===== src/rtl/rd_8bit_down_timer.sv =====
// rd_8bit_down_timer: loadable down-counter with an IDLE/RUN/DONE sequencer.
//   Q counts down from a loaded value while running and enabled; Done pulses
//   for one cycle when the count is exhausted; TC flags Q==0 combinationally.
// Optional feature macro: RD_DOWN_AUTORELOAD_EN
//   When defined, a reload register captures D on every Load, and DONE with
//   Periodic=1 restarts the count from that value. When undefined, no reload
//   register exists, Periodic has no effect and DONE always returns to IDLE.
// Clr is an asynchronous, active-high reset.
module rd_8bit_down_timer #(
    parameter int WIDTH = 8
) (
    input  logic             CLK,
    input  logic             Clr,
    input  logic             En,
    input  logic             Load,
    input  logic [WIDTH-1:0] D,
    input  logic             Start,
    input  logic             Periodic,
    output logic [WIDTH-1:0] Q,
    output logic             TC,
    output logic             Busy,
    output logic             Done
);

    typedef enum logic [1:0] {
        IDLE = 2'd0,
        RUN  = 2'd1,
        DONE = 2'd2
    } state_t;

    localparam logic [WIDTH-1:0] ONE = WIDTH'(1);

    state_t           state_reg;
    state_t           state_next;
    logic [WIDTH-1:0] q_reg;
    logic [WIDTH-1:0] q_next;
    logic [WIDTH-1:0] reload_val;
    logic             reload_allowed;

`ifdef RD_DOWN_AUTORELOAD_EN
    logic [WIDTH-1:0] reload_reg;

    // Reload register: remembers the most recent Load value for periodic restarts.
    always_ff @(posedge CLK or posedge Clr) begin
        if (Clr) begin
            reload_reg <= '0;
        end else if (Load) begin
            reload_reg <= D;
        end
    end

    assign reload_val     = reload_reg;
    assign reload_allowed = Periodic;
`else
    // Without the feature the restart path is tied off; Periodic is masked so
    // DONE always falls through to IDLE.
    assign reload_val     = '0;
    assign reload_allowed = Periodic & 1'b0;
`endif

    // State and count registers, cleared asynchronously by Clr.
    always_ff @(posedge CLK or posedge Clr) begin
        if (Clr) begin
            state_reg <= IDLE;
            q_reg     <= '0;
        end else begin
            state_reg <= state_next;
            q_reg     <= q_next;
        end
    end

    // Next-state and next-count: Load always wins over counting; RUN leaves at Q==1
    // so the count never wraps below zero.
    always_comb begin
        state_next = state_reg;
        q_next     = q_reg;
        case (state_reg)
            IDLE: begin
                if (Load) begin
                    q_next = D;
                end
                // The zero-length check looks at the value Q is about to take,
                // so a same-cycle Load of 0 with Start goes straight to DONE.
                if (Start) begin
                    if (q_next == '0) begin
                        state_next = DONE;
                    end else begin
                        state_next = RUN;
                    end
                end
            end
            RUN: begin
                if (Load) begin
                    // Retrigger: restart the count from D, or finish if D is 0.
                    q_next = D;
                    if (D == '0) begin
                        state_next = DONE;
                    end
                end else if (En) begin
                    if (q_reg <= ONE) begin
                        q_next     = '0;
                        state_next = DONE;
                    end else begin
                        q_next = q_reg - ONE;
                    end
                end
            end
            DONE: begin
                if (Load) begin
                    // An explicit Load ends the cycle and overrides any reload.
                    q_next     = D;
                    state_next = IDLE;
                end else if (reload_allowed) begin
                    q_next = reload_val;
                    if (reload_val == '0) begin
                        state_next = DONE;
                    end else begin
                        state_next = RUN;
                    end
                end else begin
                    q_next     = '0;
                    state_next = IDLE;
                end
            end
            default: begin
                q_next     = '0;
                state_next = IDLE;
            end
        endcase
    end

    assign Q    = q_reg;
    assign TC   = (q_reg == '0);
    assign Busy = (state_reg == RUN);
    assign Done = (state_reg == DONE);

endmodule


===== config.mk =====
export PLATFORM = sky130hd
export DESIGN_NAME = rd_8bit_down_timer
export DESIGN_NICKNAME = d
export VERILOG_FILES = /design/src/rtl/rd_8bit_down_timer.sv
export SDC_FILE = /design/constraint.sdc
export NUM_CORES = 1
export LEC_CHECK = 0
export CAP_MARGIN = 5
export CORE_ASPECT_RATIO = 0.5
export CORE_MARGIN = 3
export CORE_UTILIZATION = 25
export DETAILED_ROUTE_END_ITERATION = 7
export PLACE_DENSITY = 0.55
export SLEW_MARGIN = 15
export SYNTH_ARGS = -nofsm -noshare
export SYNTH_HDL_FRONTEND = slang
export SYNTH_SLANG_ARGS = --single-unit

===== constraint.sdc =====
create_clock -name CLK -period 4.9 [get_ports CLK]
set_input_delay 0.98 -clock CLK [delete_from_list [all_inputs] [get_ports CLK]]
set_output_delay 0.98 -clock CLK [all_outputs]
set_load 0.02 [all_outputs]

==> metrics.md <==
| Metric | Value |
|---|---|
| Lkg Pwr | `0.438 nW` |
| Number of enable flip-flop cells after synthesis | `0` |
| Core area | `3150 sq um` |
| Sequential power share | `30.6%` |
| Asr flop ratio synth | `100%` |
| Peak VDD IR | `135 uV` |
| Status | `finished clean` |
| Primary FF master, synth | `dfrtp_1` |
| Clock root buffer | `clkbuf_8` |
| Internal power | `348 uW` |
| Nature of the critical path endpoint | `output pin` |
| Vias in the first global route | `814` |
| Clock Tree Buf Depth | `2` |
| Port Buffers | `23` |
| Sw frac | `44.9%` |
| Chip Width | `89.2 microns` |
| Routed length per instance | `16.3 microns` |
| Mapped Nets | `120` |
| DR vias | `919` |
| TNS Setup | `0 ns` |
| # diodes | `0` |
| Tmin final | `3.15 ns` |
| Largest net degree at the start of global routing | `20` |
| Global-route wire length before repair | `4330 microns` |
| Hold crit path type | `reg -> reg` |
| Worst setup endpoint | `TC` |
| Ranking of synthesized cells by area | `dfrtp_1, ha_1, o21ai_0, nor3_1, o41ai_4` |
| Clock Sinks | `10` |
| Minimum hold slack | `0.662 ns` |
| Post-synth top area share | `28.9%` |
| H-tree levels | `1` |
| Total grt overflow | `0` |
| Initial DRC count | `107` |
| Total CTS buffers | `3` |
| Max-Cap Viols | `0` |
| Final wirelength | `2670 microns` |
| Clock skew | `0.00197 ns` |
| FP Rows | `14` |
| Fin util | `37.3%` |
| CP startpoint | `Q[4]` |
| Vias per inst | `5.60` |
| Reg2reg start | `Q[0]` |
| Reg2reg path depth | `6` |
| DR pass1 iterations | `4` |
| F_max | `318 MHz` |
| Yosys warns | `0` |
| Syn Area/Cell | `8.39 sq um` |
| Fraction of the cycle the final worst path needs | `64.3%` |
| Fin. Hold Viols | `0` |
| Worst rel slew slack | `41.0%` |
| Ports | `25` |
| Worst-path clk slew | `0.05 ns` |
| Post-CTS Resized | `0` |
| Pwr dens | `536 nW/um^2` |
| Critical Path RT | `3.92 ns` |
| Max-slew violations | `0` |
| Antenna violations before repair | `0` |
| #FFs+latches synth | `10` |
| Worst-Skew Late Latency | `0.24 ns` |
| Largest area contributor in the netlist | `dfrtp_1` |
| ANT nets after route | `0` |
| Worst-path maximum fanout | `8` |
| Post-synthesis sequential area ratio | `28.9%` |
| Combinational Power Share | `52.6%` |
| DP HPWL | `2010 microns` |
| DIE AREA | `4240 sq um` |
| Die height | `47.6 microns` |
| Hold_buf cts | `0` |
| Clock power frac | `16.8%` |
| Final nets | `142` |
| Final Setup Violations | `0` |
| CTS tree | `built` |
| CP Launch Type | `register` |
| Unique masters post-synth | `42` |
| Routability cong. | `0.847` |
| Dpl cell area | `1120 sq um` |
| Final Cell Area | `1180 sq um` |
| Type of the worst setup path | `reg -> out` |
| Cells after synthesis | `103` |
| DRC errors left | `0` |
| Layout area overhead | `36.2%` |
| Layout cells sized above 1 | `10.5%` |
| Net Sw Power | `284 uW` |
| Overall Global Routing Usage | `13.7%` |
| Worst slew pin tran | `0.873 ns` |
| Initial Util | `27.4%` |
| FF-to-FF End | `Q[6]` |
| Postcts setup bufs | `0` |
| Worst reg2reg setup slack | `2.84 ns` |
| RSZ-0062 raised after global routing | `false` |
| Number of flip-flops in the largest register | `8` |
| Post-Syn Area | `865 sq um` |
| WP data arrival | `2.17 ns` |
[cells in the final DEF, fill, tap and decap left out, types with 2 or more instances in the layout]
master and count:
dfrtp_1 10, or2_2 2, nand3_1 5, nor3_1 6
o21ai_0 7, o21a_1 2, o211ai_1 2, a31oi_1 2
clkbuf_8 4, nor2b_1 4, a2111oi_0 2, inv_1 4
nand2_1 7, nor2_1 4, nand3b_1 2, nand2b_1 3
a32oi_1 3, clkdlybuf4s50_1 23, ha_1 3, a21oi_1 4
nor4_1 2, and3_1 2
[cell usage after synthesis (3+ instances only)]
cell,number
ha_1,3
nor3_1,6
inv_1,4
nor2_1,4
a21oi_1,4
nand2_1,7
nor2b_1,4
clkbuf_1,6
nand3_1,5
o21ai_0,7
nand2b_1,3
dfrtp_1,10
a32oi_1,3
[routing by layer]
metal,vias up,part of all wire [%],wire (microns),global-route usage (%)
met5,-,0,0,0
met1,460,48,1290,20.2
met2,22,45,1210,20.2
met3,2,5.5,146,3.61
li1,435,-,-,-
met4,0,0.79,21,2.67
[how the worst min path moves through the flow]
stage	endpoint	slack, ns	cells past startpoint	from
after global routing	Q[6]	0.69	1	Q[6]
after detailed placement	Q[6]	0.64	1	Q[6]
final	Q[5]	0.66	2	Q[5]
after floorplan	Q[1]	0.67	3	state_reg[1]
after CTS	Q[6]	0.65	1	Q[6]
after global placement	Q[6]	0.64	1	Q[6]
[stage by stage]
step                setup WS (ns)  power (mW)  cells
floorplan                    2.57       0.393    103
global placement             1.77       0.525    160
detailed placement           1.78       0.525    160
CTS                          1.76       0.633    164
global route                 1.68       0.684    164
finish                       1.75       0.631    164
[critical path, cell delays in order (launching register included)]
cell and delay [ns]:
dfrtp_1 0.45, or3_4 0.45, nor3_1 0.26, and2_1 0.17
clkdlybuf4s50_1 0.60
[power groups by stage]
stage | Sequential, mW | Combinational, mW | Clock, mW
floorplan | 0.192 | 0.201 | 0
global placement | 0.193 | 0.332 | 0
detailed placement | 0.192 | 0.333 | 0
CTS | 0.191 | 0.333 | 0.108
global route | 0.203 | 0.367 | 0.114
finish | 0.193 | 0.332 | 0.106
[logic make-up after synthesis]
kind of cell	after synthesis	synth area share, %
fa+ha+maj	3	4.34
buf+inv	10	4.34
simple gates	46	32.3
flops	10	28.9
compound gates	33	29.1
xor+xnor	1	1.01
[final cells by class]
cell class / count / area (sq um)
clock buffer: 4 / 55.1
fill: 336 / 1980
inverter: 4 / 15.0
multi-input combinational: 83 / 577
sequential: 10 / 250
tap: 40 / 50.0
timing repair buffer: 23 / 230
(Power assumes the default switching activity.)
